===== src/rtl/calc_entry.sv =====
// -----------------------------------------------------------------------------
// calc_entry: keypad entry controller for the calculator datapath.
//
// Takes one-cycle key strobes and builds two 4-digit BCD operands (save1,
// save2) and an operation code (op). It drives the display selector, pulses
// calc_go to the arithmetic unit on equals, and waits for calc_done before it
// shows the result.
//
// Optional feature macro: CALC_ENTRY_TIMEOUT_EN
//   defined   : a WAIT_RES watchdog. After TIMEOUT_CYCLES cycles without
//               calc_done it sets err and moves on to SHOW_RES.
//   undefined : there is no counter, err stays 0, and WAIT_RES waits
//               indefinitely.
//
// Handshake: key_valid and calc_done are single-cycle strobes with no
// back-pressure. A strobe is consumed on the rising edge that samples it high.
// key_code is meaningful only while key_valid is high. calc_go is a
// single-cycle strobe; the consumer must take it on the cycle it is high.
//
// Ports:
//   clk, rst       : clock; synchronous active-high reset
//   key_valid      : key strobe
//   key_code[3:0]  : 0-9 digit, A-D op, E equals, F clear
//   calc_done      : result-ready strobe from the arithmetic unit
//   save1[15:0]    : operand A (4 BCD digits, most significant nibble first)
//   save2[15:0]    : operand B
//   op[3:0]        : last op key (A-D), 0 when none
//   display_state  : 00 save1, 01 op, 10 save2, 11 result
//   calc_go        : start pulse to the arithmetic unit
//   err            : timeout error flag
//   dbg_state[2:0] : current FSM state, for observation
// -----------------------------------------------------------------------------
module calc_entry #(
  parameter int TIMEOUT_CYCLES = 1000
) (
  input  logic        clk,
  input  logic        rst,
  input  logic        key_valid,
  input  logic [3:0]  key_code,
  input  logic        calc_done,
  output logic [15:0] save1,
  output logic [15:0] save2,
  output logic [3:0]  op,
  output logic [1:0]  display_state,
  output logic        calc_go,
  output logic        err,
  output logic [2:0]  dbg_state
);

  typedef enum logic [2:0] {
    S_ENTRY1   = 3'd0,
    S_OPSEL    = 3'd1,
    S_ENTRY2   = 3'd2,
    S_WAIT_RES = 3'd3,
    S_SHOW_RES = 3'd4
  } state_t;

  // A zero or negative watchdog length is meaningless.
  if (TIMEOUT_CYCLES < 1) begin : g_bad_cfg
    $error("calc_entry: TIMEOUT_CYCLES must be >= 1");
  end

  state_t      state_q, state_d;
  logic [15:0] save1_q, save1_d;
  logic [15:0] save2_q, save2_d;
  logic [3:0]  op_q, op_d;
  logic [2:0]  cnt1_q, cnt1_d;
  logic [2:0]  cnt2_q, cnt2_d;
  logic [1:0]  disp_q, disp_d;
  logic        go_q, go_d;
  logic        err_q, err_d;

`ifdef CALC_ENTRY_TIMEOUT_EN
  localparam int TW = $clog2(TIMEOUT_CYCLES + 1);
  logic [TW-1:0] tmo_q, tmo_d;
`endif

  logic key_clear, key_digit, key_op, key_eq;

  always_comb begin
    key_clear = key_valid && (key_code == 4'hF);
    key_digit = key_valid && (key_code <= 4'h9);
    key_op    = key_valid && (key_code >= 4'hA) && (key_code <= 4'hD);
    key_eq    = key_valid && (key_code == 4'hE);
  end

  always_comb begin
    state_d = state_q;
    save1_d = save1_q;
    save2_d = save2_q;
    op_d    = op_q;
    cnt1_d  = cnt1_q;
    cnt2_d  = cnt2_q;
    go_d    = 1'b0;
    err_d   = err_q;
`ifdef CALC_ENTRY_TIMEOUT_EN
    tmo_d   = tmo_q;
`endif

    if (key_clear) begin
      // Clear overrides everything, including a coincident calc_done.
      state_d = S_ENTRY1;
      save1_d = 16'h0000;
      save2_d = 16'h0000;
      op_d    = 4'h0;
      cnt1_d  = 3'd0;
      cnt2_d  = 3'd0;
      err_d   = 1'b0;
    end else begin
      case (state_q)
        S_ENTRY1: begin
          if (key_digit) begin
            // Once four digits are in, further digits are dropped.
            if (cnt1_q < 3'd4) begin
              save1_d = {save1_q[11:0], key_code};
              cnt1_d  = cnt1_q + 3'd1;
            end
          end else if (key_op) begin
            op_d    = key_code;
            state_d = S_OPSEL;
          end
        end
        S_OPSEL: begin
          if (key_op) begin
            op_d = key_code;
          end else if (key_digit) begin
            save2_d = {12'h000, key_code};
            cnt2_d  = 3'd1;
            state_d = S_ENTRY2;
          end
        end
        S_ENTRY2: begin
          if (key_digit) begin
            if (cnt2_q < 3'd4) begin
              save2_d = {save2_q[11:0], key_code};
              cnt2_d  = cnt2_q + 3'd1;
            end
          end else if (key_eq) begin
            go_d    = 1'b1;
            state_d = S_WAIT_RES;
`ifdef CALC_ENTRY_TIMEOUT_EN
            tmo_d   = '0;
`endif
          end
        end
        S_WAIT_RES: begin
          // calc_done is checked first, so it wins on the timeout cycle.
          if (calc_done) begin
            state_d = S_SHOW_RES;
`ifdef CALC_ENTRY_TIMEOUT_EN
          end else if (tmo_q == TW'(TIMEOUT_CYCLES - 1)) begin
            err_d   = 1'b1;
            state_d = S_SHOW_RES;
          end else begin
            tmo_d = tmo_q + TW'(1);
`endif
          end
        end
        S_SHOW_RES: begin
          if (key_digit) begin
            save1_d = {12'h000, key_code};
            save2_d = 16'h0000;
            op_d    = 4'h0;
            cnt1_d  = 3'd1;
            cnt2_d  = 3'd0;
            err_d   = 1'b0;
            state_d = S_ENTRY1;
          end
        end
        default: state_d = S_ENTRY1;
      endcase
    end

    // The selector is taken from the next state, so it changes on the same
    // edge as the state.
    case (state_d)
      S_ENTRY1:   disp_d = 2'b00;
      S_OPSEL:    disp_d = 2'b01;
      S_ENTRY2,
      S_WAIT_RES: disp_d = 2'b10;
      S_SHOW_RES: disp_d = 2'b11;
      default:    disp_d = 2'b00;
    endcase
  end

  always_ff @(posedge clk) begin
    if (rst) begin
      state_q <= S_ENTRY1;
      save1_q <= 16'h0000;
      save2_q <= 16'h0000;
      op_q    <= 4'h0;
      cnt1_q  <= 3'd0;
      cnt2_q  <= 3'd0;
      disp_q  <= 2'b00;
      go_q    <= 1'b0;
      err_q   <= 1'b0;
`ifdef CALC_ENTRY_TIMEOUT_EN
      tmo_q   <= '0;
`endif
    end else begin
      state_q <= state_d;
      save1_q <= save1_d;
      save2_q <= save2_d;
      op_q    <= op_d;
      cnt1_q  <= cnt1_d;
      cnt2_q  <= cnt2_d;
      disp_q  <= disp_d;
      go_q    <= go_d;
      err_q   <= err_d;
`ifdef CALC_ENTRY_TIMEOUT_EN
      tmo_q   <= tmo_d;
`endif
    end
  end

  assign save1         = save1_q;
  assign save2         = save2_q;
  assign op            = op_q;
  assign display_state = disp_q;
  assign calc_go       = go_q;
  assign err           = err_q;
  assign dbg_state     = state_q;

endmodule


===== config.mk =====
export PLATFORM = sky130hd
export DESIGN_NAME = calc_entry
export DESIGN_NICKNAME = d
export VERILOG_FILES = /design/src/rtl/calc_entry.sv
export SDC_FILE = /design/constraint.sdc
export NUM_CORES = 1
export LEC_CHECK = 0
export BUFFER_PORTS_ARGS = -buffer_cell sky130_fd_sc_hd__buf_2
export CORE_MARGIN = 1.5
export CORE_UTILIZATION = 35
export CTS_CLUSTER_DIAMETER = 40
export CTS_CLUSTER_SIZE = 30
export DETAILED_ROUTE_END_ITERATION = 8
export PLACE_DENSITY = 0.63
export SLEW_MARGIN = 10
export SYNTH_ARGS = -nofsm -noshare
export SYNTH_HDL_FRONTEND = slang
export SYNTH_SLANG_ARGS = --single-unit

===== constraint.sdc =====
create_clock -name clk -period 1.5 [get_ports clk]
set_input_delay 0.3 -clock clk [delete_from_list [all_inputs] [get_ports clk]]
set_output_delay 0.3 -clock clk [all_outputs]
set_load 0.02 [all_outputs]

==> metrics.md <==
| Metric | Value |
|---|---|
| Fill cells | `around 610` |
| Commonest non-fill, non-tap cell in the layout | `nand2_1` |
| Die area | `0.00662 mm2` |
| Largest net degree at the start of global routing | `26` |
| Avg Inst Size Synth | `9.04 um2` |
| Max FO, Critical Path | `5` |
| Adder-cell share of the synthesized area | `1.16%` |
| Core area | `0.00592 mm2` |
| Comb pwr share | `between 10% and 20%` |
| CTS tree | `done` |
| Num ports | `roughly 50` |
| Hold Worst Slack | `around 0.22 ns` |
| Max Fclk | `approximately 660 MHz` |
| Yosys reg bits | `48` |
| Vias per cell | `between 4 and 5` |
| Mux cell area share after synthesis | `0%` |
| Initial antenna violation count | `0` |
| Pint | `1.75 mW` |
| Reg power frac | `between 50 and 60%` |
| Clock power share | `between 30% and 40%` |
| Chip height | `just over 80 um` |
| Post-synthesis simple-gate area fraction | `about a quarter` |
| CP Launch Type | `register` |
| CTS Buf Count | `5` |
| Status | `finished, violations left` |
| Tmin final | `approximately 1.5 ns` |
| Vias post-DR | `about 1,900` |
| Wire per inst | `around 13 um` |
| Min setup slack post-route | `-0.0137 ns` |
| Die X | `81.4 um` |
| CP endpoint kind | `register` |
| Clock Tree Buf Depth | `2` |
| Final setup fails | `1` |
| M1 GR Usage | `between 20% and 30%` |
| PwrDens | `894 mW/mm2` |
| Top_reg_cell synth | `dfxtp_1` |
| Synth Area in XOR/XNOR | `less than 1%` |
| Worst VDD drop | `just over 0.4 mV` |
| Failing checks | `setup timing` |
| Vias in the first global route | `1,774` |
| Most frequent cells in the layout | `58 x nand2_1, 49 x buf_2, 45 x dfxtp_1, 29 x a21oi_1, 26 x buf_4` |
| CTS Root Cell | `clkbuf_8` |
| Sw Ratio | `~28%` |
| Slew Viols, Final | `0` |
| Crit Path Class | `register to register` |
| Worst Hold Class | `input pin to register` |
| CTS sink count | `48` |
| CP arrival | `1.76 ns` |
| Num rows | `28` |
| Met2 Use GR | `about a quarter` |
| Clock Skew | `slightly above 0.008 ns` |
| DRC | `0` |
| Cell area after synthesis | `between 0.002 and 0.0025 mm2` |
| Skew-Pair Late Insertion Delay | `0.30 ns` |
| N_diodes | `0` |
| Htree depth | `2` |
| Syn-to-layout area delta | `26.1%` |
| Synth cell types | `45` |
| Leakage power total | `between 1 and 1.5 nW` |
| Nets | `between 300 and 400` |
| Initial Utilization | `between 30 and 40%` |
| Synth Area in Compound Gates | `between 20% and 30%` |
| Layout cells sized above 1 | `about 38%` |
| Final hold vios | `0` |
| RSZ-0062 raised after global routing | `true` |
| Hpwl dp | `approximately 3.6 mm` |
| Initial drt markers | `around 120` |
| Worst EP required | `~1.8 ns` |
| Reg clk slew, reported paths | `~0.090 ns` |
| Ys Warns | `0` |
| Final period util | `101%` |
| Asr flop ratio synth | `0%` |
| Final core utilization | `roughly 46%` |
| I/O Buffers | `between 40 and 50` |
| EDFF count, synth | `0` |
| Most Used Layer, Global Route | `met2` |
| Final TNS setup | `-0.0137 ns` |
| Grt ovf | `0` |
| Synth Instances | `~240` |
| Post-synthesis sequential area ratio | `44.7%` |
| Switching power | `0.670 mW` |
| Routability Congestion | `0.868` |
| Antenna viol nets, final | `0` |
| Largest family of logic cells by synthesized area | `simple AND/OR/NAND/NOR gates` |
| Met3 global-route usage | `~4.2%` |
| Routed wire length | `4.90 mm` |
| Syn Nets | `approximately 250` |
| Max cap viols | `0` |
| First-pass GRT wire length | `8.23 mm` |
| First-pass DRT Iterations | `4` |
| CTS Hold Bufs | `0` |
| GRT Total Usage | `between 10% and 20%` |
| DP Worst Slack | `-0.0479 ns` |
final timing paths:
kind	slack (ns)	depth (start not counted)	end	start
max	-0.01	5	cnt2_q[2]	dbg_state[2]
min	0.22	2	calc_go	rst
max reg2reg	-0.01	5	cnt2_q[2]	dbg_state[2]
min reg2reg	0.45	2	save1[13]	save1[13]
metrics by stage:
stage	instances	instance area [um2]	total power, mW
5_1_grt	381	2710	2.55
3_3_place_gp	371	2580	1.66
2_1_floorplan	238	2150	1.55
3_5_place_dp	371	2580	1.66
4_1_cts	379	2680	2.45
6_report	381	2710	2.42
layer usage:
metal  vias up  routed length [um]
li1        956                   -
met1       864                2330
met5         -                   0
met3        10                 327
met2        58                2160
met4         0                  84
flip-flops by register name (all words and copies together), names as in the netlist:
register / flops
save1: 16
cnt2_q: 3
cnt1_q: 3
calc_go: 1
save2: 16
display_state: 2
op: 4
dbg_state: 3
cell usage after synthesis, drive strengths merged, types with 2 or more instances:
library cell,n,area [um2]
a211oi,2,15.0
a21o,2,15.0
a21oi,45,285
a32oi,2,17.5
buf,16,136
clkbuf,2,7.51
dfxtp,48,961
ha,2,25.0
inv,2,7.51
nand2,61,236
nand3,6,30.0
nand3b,11,82.6
nand4,3,18.8
nor2,7,26.3
nor3b,2,31.3
o21ai,5,36.3
timing repair:
action | CTS | global route
setup buffers | 0 | 2
pin swaps | 0 | 2
setup endpoints to repair | 19 | 35
gates resized for setup | 2 | 4
cell type report:
| type | instances | area, um2 | area share [%] |
|---|---|---|---|
| flip-flops and latches | 48 | 970 | 35.7 |
| well taps | 75 | 93.8 | 3.46 |
| multi-input cells | 170 | 1060 | 39.0 |
| repair buffers | 78 | 492 | 18.1 |
| clock inverters | 3 | 23.8 | 0.876 |
| clock buffers | 5 | 68.8 | 2.54 |
| inverters | 2 | 7.51 | 0.277 |
power by group through the flow:
stage          sequential, mW  clock (mW)  combinational [mW]
6_report                 1.32       0.790               0.314
3_3_place_gp             1.35           0               0.305
5_1_grt                  1.33       0.878               0.345
4_1_cts                  1.32       0.819               0.311
2_1_floorplan            1.38           0               0.169
3_5_place_dp             1.35           0               0.307
critical path, cell delays in order, from the launching register on:
cell and delay (ns):
dfxtp_4 0.38, nor4b_4 0.32, buf_4 0.18, o311ai_4 0.11, or3_1 0.35, a21oi_2 0.13
cell families after synthesis:
group           count (synthesis)
buf+inv                        20
flops                          48
other cells                     1
compound gates                 65
xor+xnor                        2
fa+ha+maj                       2
simple gates                  100
Note: power is estimated with default switching activity, not from simulation.
